**src/rtl/instr_fetch.sv**
```systemverilog
// ---------------------------------------------------------------------------
// instr_fetch
//
// Instruction fetch sequencer for the single-cycle MIPS core. It holds the
// program counter and fetches one word at a time from instruction memory
// over a req/ack handshake. The fetched word is registered and presented to
// the decoder until execute accepts it. On acceptance the next PC is chosen
// from the decoder's jump/branch outputs and the branch condition.
//
// Parameters:
//   RESET_PC      PC loaded on reset (MIPS text base by default)
//
// Ports:
//   clk           single clock, rising edge
//   reset_n       synchronous active-low reset
//   imem_req      fetch request to instruction memory (high throughout FETCH)
//   imem_addr     byte address of the requested word (always equals pc)
//   imem_ack      memory response, imem_rdata valid in the same cycle
//   imem_rdata    fetched instruction word
//   instruction   registered instruction word presented to the decoder
//   instr_valid   instruction is valid and awaiting acceptance
//   instr_ack     execute has completed the presented instruction
//   is_jump       decoder: J-type jump
//   is_branch     decoder: conditional branch
//   branch_taken  branch condition from the ALU/compare
//   imm16         branch offset in words
//   addr26        jump target field
//   pc            address of the presented instruction
//   pc_plus4      pc + 4 (link value), combinational from pc
//   retired       count of accepted instructions (wraps)
// ---------------------------------------------------------------------------
module instr_fetch #(
   parameter logic [31:0] RESET_PC = 32'h0040_0000
) (
   input  logic        clk,
   input  logic        reset_n,
   output logic        imem_req,
   output logic [31:0] imem_addr,
   input  logic        imem_ack,
   input  logic [31:0] imem_rdata,
   output logic [31:0] instruction,
   output logic        instr_valid,
   input  logic        instr_ack,
   input  logic        is_jump,
   input  logic        is_branch,
   input  logic        branch_taken,
   input  logic [15:0] imm16,
   input  logic [25:0] addr26,
   output logic [31:0] pc,
   output logic [31:0] pc_plus4,
   output logic [31:0] retired
);

   // Word alignment of the PC is guaranteed even for an unaligned parameter.
   localparam logic [31:0] RESET_PC_ALIGNED = {RESET_PC[31:2], 2'b00};

   typedef enum logic [1:0] {
      IDLE  = 2'd0,
      FETCH = 2'd1,
      ISSUE = 2'd2
   } state_t;

   state_t      state_reg;
   state_t      state_next;

   logic [31:0] pc_reg;
   logic [31:0] pc_next;
   logic [31:0] instruction_reg;
   logic [31:0] retired_reg;
   logic        imem_req_reg;
   logic        instr_valid_reg;

   logic        fetch_done;
   logic        issue_done;
   logic [31:0] branch_offset;

   // Handshakes only count in the state that owns them; stray acks elsewhere
   // are ignored by construction.
   assign fetch_done = (state_reg == FETCH) && imem_ack;
   assign issue_done = (state_reg == ISSUE) && instr_ack;

   assign pc_plus4      = pc_reg + 32'd4;
   assign branch_offset = {{14{imm16[15]}}, imm16, 2'b00};

   // Next-PC selection: jump overrides branch, a not-taken branch falls
   // through. All additions wrap modulo 2^32.
   always_comb begin
      pc_next = pc_plus4;
      if (is_jump) begin
         pc_next = {pc_plus4[31:28], addr26, 2'b00};
      end else if (is_branch && branch_taken) begin
         pc_next = pc_plus4 + branch_offset;
      end
   end

   // Sequencer next-state logic.
   always_comb begin
      state_next = state_reg;
      case (state_reg)
         IDLE:    state_next = FETCH;
         FETCH:   if (imem_ack)  state_next = ISSUE;
         ISSUE:   if (instr_ack) state_next = FETCH;
         default: state_next = IDLE;
      endcase
   end

   always_ff @(posedge clk) begin
      if (!reset_n) begin
         state_reg       <= IDLE;
         pc_reg          <= RESET_PC_ALIGNED;
         instruction_reg <= 32'h0000_0000;
         retired_reg     <= 32'h0000_0000;
         imem_req_reg    <= 1'b0;
         instr_valid_reg <= 1'b0;
      end else begin
         state_reg       <= state_next;
         // Request and valid are registered copies of the state they
         // belong to, so they change exactly on the state transition.
         imem_req_reg    <= (state_next == FETCH);
         instr_valid_reg <= (state_next == ISSUE);
         if (fetch_done) begin
            instruction_reg <= imem_rdata;
         end
         // Decode inputs are only sampled here, so they may glitch freely
         // while the instruction is waiting for acceptance.
         if (issue_done) begin
            pc_reg      <= pc_next;
            retired_reg <= retired_reg + 32'd1;
         end
      end
   end

   assign imem_req    = imem_req_reg;
   assign imem_addr   = pc_reg;
   assign instruction = instruction_reg;
   assign instr_valid = instr_valid_reg;
   assign pc          = pc_reg;
   assign retired     = retired_reg;

endmodule

```
**config.mk**
```make
export PLATFORM = sky130hd
export DESIGN_NAME = instr_fetch
export DESIGN_NICKNAME = d
export VERILOG_FILES = /design/src/rtl/instr_fetch.sv
export SDC_FILE = /design/constraint.sdc
export NUM_CORES = 1
export LEC_CHECK = 0
export CAP_MARGIN = 20
export CORE_AREA = 2 2 121 123
export CTS_CLUSTER_SIZE = 8
export DETAILED_ROUTE_END_ITERATION = 10
export DIE_AREA = 0 0 123 125
export GPL_TIMING_DRIVEN = 0
export HOLD_SLACK_MARGIN = 0.05
export PLACE_DENSITY = 0.91
export SLEW_MARGIN = 30
export SYNTH_ARGS = -nofsm -noshare
export SYNTH_HDL_FRONTEND = slang
export SYNTH_SLANG_ARGS = --single-unit
```
**constraint.sdc**
```tcl
create_clock -name clk -period 5.2 [get_ports clk]
set_input_delay 1.3 -clock clk [delete_from_list [all_inputs] [get_ports clk]]
set_output_delay 1.3 -clock clk [all_outputs]
set_load 0.02 [all_outputs]
```
* Yosys cells after proc, flatten, opt, wreduce, memory -nomap -nowiden
Cells that the tools add are included.
** Storage, ports and cells
- Register bits :: 100
- Latch bits :: 0
- Bits in writable memories :: 0
- Bits in read-only memories :: 0
- Input port bits :: 81
- Output and inout bits :: 162
- Word-level logic and storage cells :: 22
- Memories :: 0
** Cells by class
- Add/subtract/negate cells :: 3
- $mul :: 0
- Divide/modulo/power cells :: 0
- $lt $le $gt $ge :: 0
- Equal/unequal tests :: 4
- Shift-type cells :: 0
- Mux-type cells :: 5
- Bitwise operators :: 0
- Reductions and logical operators :: 4
** Operator list (number)
- two-way mux 32 bit :: 2
- adder 32 x 1 -> 32 bit, second input constant :: 1
- adder 32 x 3 -> 32 bit, second input constant :: 1
- adder 32 bit :: 1
- case mux 2 bit (3 select lines) :: 1
- == test 2 x 1 -> 1 bit, second input constant :: 2
- == test 2 bit, second input constant :: 2
- two-way mux 2 bit :: 2
- logical AND 1 bit :: 3
- zero test 2 bit :: 1

* Longest topological paths before layout
- Depth after elaboration :: 4
- Mapped depth :: 15
- Depth with buffers taken out :: 14

* Worst setup path before layout
OpenSTA, ideal clock, no wires.
- Path kind :: flip-flop to flip-flop
- From :: reg pc_reg[2], in the netlist imem_addr[2]
- To :: reg pc_reg[31], in the netlist imem_addr[31]
- Library setup time :: 0.131 ns
- Arrival :: 3.788 ns
- Required time :: 5.069 ns
- Setup slack :: 1.282 ns
- Cell stages (with the launch flop) :: 16
- Buffers on the path :: 1
- Clock period less this slack :: 3.918 ns
- Cell sequence :: dfxtp_1 -> ha_1 -> and4_1 -> nor3b_4 -> nand2_1 -> nor2_1 -> nand4_1 -> xnor2_1 -> ha_1 -> clkbuf_1 -> a21o_1 -> a21oi_1 -> or4bb_1 -> o31ai_2 -> xnor2_1 -> o22ai_1
** Between the ends
- Cells in the longest elaborated chain, start to end :: 4
** RTL lines
- start, declared :: RTL line 66 : logic [31:0] pc_reg;
- start signal, assigned :: RTL line 127 : pc_reg <= pc_next;
- adder 32 x 3 -> 32 bit :: RTL line 82 : assign pc_plus4 = pc_reg + 32'd4;
- net pc_plus4[28] :: RTL line 50 : output logic [31:0] pc_plus4,
- adder 32 bit :: RTL line 92 : pc_next = pc_plus4 + branch_offset;
- two-way mux 32 bit :: RTL line 91 : end else if (is_branch && branch_taken) begin
- two-way mux 32 bit :: RTL line 89 : if (is_jump) begin
The timed path passes the listed nets, and every way through them passes these cells.
A chain may end at the register's enable or synchronous reset.

* Worst setup path in the final report
- From :: reg pc_reg[2], in the netlist imem_addr[2]
- To :: out pc_plus4[28]
** Between the ends
- Cells in the longest elaborated chain, start to end :: 1
** RTL lines (RTL line)
- adder 32 x 3 -> 32 bit :: 82
- end, declared :: 50
Every way passes these cells.

==> metrics.yaml <==
outcome: "finished clean"
ys_seq_area_share_pct: 29.2
io_buffers: 234
synth_top_family_by_area: "simple AND/OR/NAND/NOR gates"
postCtsSetupBuffers: 0
vias: 7270
cts_hold_buf: 0
viasPerCell: 5.64
fin_tns_setup_ns: 0
ys_ff_latch: 98
antenna_found_initial: 0
cts_tree: "done"
setup_viol: 0
crit_slowest_cell: "clkdlybuf4s50_1"
cts_buffers: 9
leakage_uw: 0.00378
p_sw_share_pct: 29.1
required_ns: 3.90
design_area_um2: 9630
synth_compound_area_share_pct: 21.6
drcViolationCount: 0
end_kind: "output port"
die_x_um: 123
routed_wl_mm: 22.8
min_period_ns: 4.79
synthSimpleGateAreaFrac_pct: 25.0
crit_fanout: 8
ys_async_sr_fraction_pct: 0
ir_drop_mv: 0.145
wire_per_inst_um: 17.7
synth.distinct_cells: 81
relSlewSlack_pct: 37.9
fin_nets: 1220
min_from: "instruction[29]$_SDFFE_PN0P_"
grt_max_degree: 21
worstPathArrival_ns: 3.49
cts_root_buf: "clkbuf_16"
max_stage_delay_ns: 0.69
fmax_ghz: 0.209
r2r_slack_ns: 0.84
power.share.clock_pct: 39.2
clk_pin_slew_ns: 0.07
p_seq_share_pct: 42.0
clkLatencyLatePin_ns: 0.35
dpl.hpwl_mm: 17.5
yosys-top-cells-count: "132 x nand2_1, 98 x dfxtp_1, 69 x nor2_1"
cts.sinks: 98
std_cell_rows: 44
gr-usage-all-layers_pct: 28.4
firstDrtPassIters: 5
syn_inst: 851
grt_pass1_wl_mm: 34.8
power.internal_uw: 1320
final_max_slew_viol_count: 0
ant_nets: 0
finalCritPeriodShare_pct: 92.0
power.density_nw_per_um2: 194
startpoint: "imem_addr[2]$_SDFFE_PN0P_"
synthToLayoutAreaGrowth_pct: 43.4
die_height_um: 125
cts.path.max_buffers: 2
crit_buf_inv: 1
synth.most_common_cell: "nand2_1"
synth_top_area_share_pct: 29.2
synth_fa_ha_area_share_pct: 7.19
power_uw: 1860
synth_xor_area_share_pct: 9.48
fillers: 1123
hold_class: "flip-flop to flip-flop"
core_area_um2: 14200
synth.area.top_cells: "dfxtp_1 29%, nand2_1 7.4%, ha_1 6.9%"
r2r_start: "imem_addr[2]$_SDFFE_PN0P_"
maxCapViolCount: 0
path_cells: "ha_1 > and4_1 > nor3b_4 > nand2_1 > nor2_1 > nand4_1 > xnor2_1 > clkdlybuf4s50_1"
clock_skew_ns: 0.00954
start_kind: "flip-flop"
drive_gt1_share_pct: 7.32
dieArea_um2: 15400
initial_core_util_pct: 47.3
worstMarginPinSlew_ns: 0.928
drt-initial-drc-count: 607
place_congestion: 1.07
antennaDiodeCount: 0
netlist_area_um2: 6720
ctsResizeCount: 0
synth_mux_area_share_pct: 0.447
place_ws_ns: 0.767
synth_edf_count: 0
rsz0062_at_grt: "false"
yosys_most_used_dff: "dfxtp_1"
grt-ovfl-total: 0
yosys.area.top_type: "dfxtp_1"
min_path_cells: 2
dpl_cell_area_um2: 9310
layout_setup_ws_ns: 0.415
critPathTopFamily: "simple AND/OR/NAND/NOR gates"
first_global_vias: 6842
p_switching_uw: 542
r2r_cells: 15
critPathKind: "flip-flop to output port"
r2r-end: "imem_addr[31]$_SDFFE_PN0P_"
ctsHtreeMaxLevel: 3
syn_area_per_cell_um2: 7.89
yosys_warnings: 0
finalHoldViolations: 0
final_util_pct: 67.8
p_comb_share_pct: 18.8
worstHoldEndpoint: "instruction[29]$_SDFFE_PN0P_"
num_io_pins: 243
layer usage:
layer / global-route usage (%) / vias to the layer above / wire [um]
met1: 35.2 / 3347 / 9140
li1: - / 3481 / -
met3: 4.93 / 64 / 2120
met5: 0 / - / 0
met4: 12.1 / 0 / 789
met2: 48.1 / 378 / 10800
power by group through the flow:
stage                     clock, uW  sequential [uW]  combinational, uW
final                           730              784                350
after floorplan                   0              818                166
after detailed placement          0              801                344
after global placement            0              800                341
after global routing            761              786                376
after CTS                       732              783                346
worst register-to-register path, stage by stage (launching register included):
cell and delay [ns]:
dfxtp_1 0.52, ha_1 0.27, and4_1 0.32, nor3b_4 0.40, nand2_1 0.20, nor2_1 0.18
nand4_1 0.18, xnor2_1 0.38, ha_1 0.30, clkbuf_1 0.18, a21o_1 0.19, a21oi_1 0.21
or4bb_1 0.43, o31ai_2 0.22, xnor2_1 0.14, o22ai_1 0.09
worst max path at each step:
| stage | end | slack, ns | depth (start not counted) |
|---|---|---|---|
| floorplan | imem_addr[31]$_SDFFE_PN0P_ | 1.28 | 15 |
| global placement | imem_addr[31]$_SDFFE_PN0P_ | 0.77 | 10 |
| detailed placement | imem_addr[31]$_SDFFE_PN0P_ | 0.77 | 10 |
| CTS | pc_plus4[26] | 0.42 | 7 |
| global route | pc_plus4[26] | 0.25 | 7 |
| finish | pc_plus4[28] | 0.41 | 8 |
area by class of cell:
class                      count  area (um^2)  share of cell area (%)
tap                          184          230                    2.39
multi-input combinational    672         4310                    44.7
buffer                        73          420                    4.37
timing repair buffer         234         2340                    24.3
sequential                    98         1960                    20.4
inverter                      13         48.8                   0.507
clock inverter                 7         96.3                    1.00
clock buffer                   9          225                    2.34
layout by cell type, fill, tap and decap left out, types with 20 or more instances in the layout:
master,instances
ha_1,37
clkbuf_1,34
o21ai_0,37
buf_4,37
dfxtp_1,98
nor2_1,69
a21o_1,20
xor2_1,37
a21oi_1,64
nand2_1,132
clkdlybuf4s50_1,234
nand3_1,31
xnor2_1,32
cells by family (layout without fill, tap and decap cells):
family                   Yosys count  in the layout
AO/OA/AOI/OAI                    220            220
XOR/XNOR                          71             71
adder cells (fa/ha/maj)           38             38
buffers and inverters             86            336
flip-flops                        98             98
multiplexers                       3              3
other                              1              6
AND/OR/NAND/NOR                  334            334
metrics by stage:
| stage | hold slack [ns] | instances |
|---|---|---|
| 2_1_floorplan | 0.535 | 856 |
| 3_3_place_gp | 0.441 | 1274 |
| 3_5_place_dp | 0.446 | 1274 |
| 4_1_cts | 0.456 | 1290 |
| 5_1_grt | 0.472 | 1290 |
| 6_report | 0.456 | 1290 |
(Power assumes the default switching activity.)
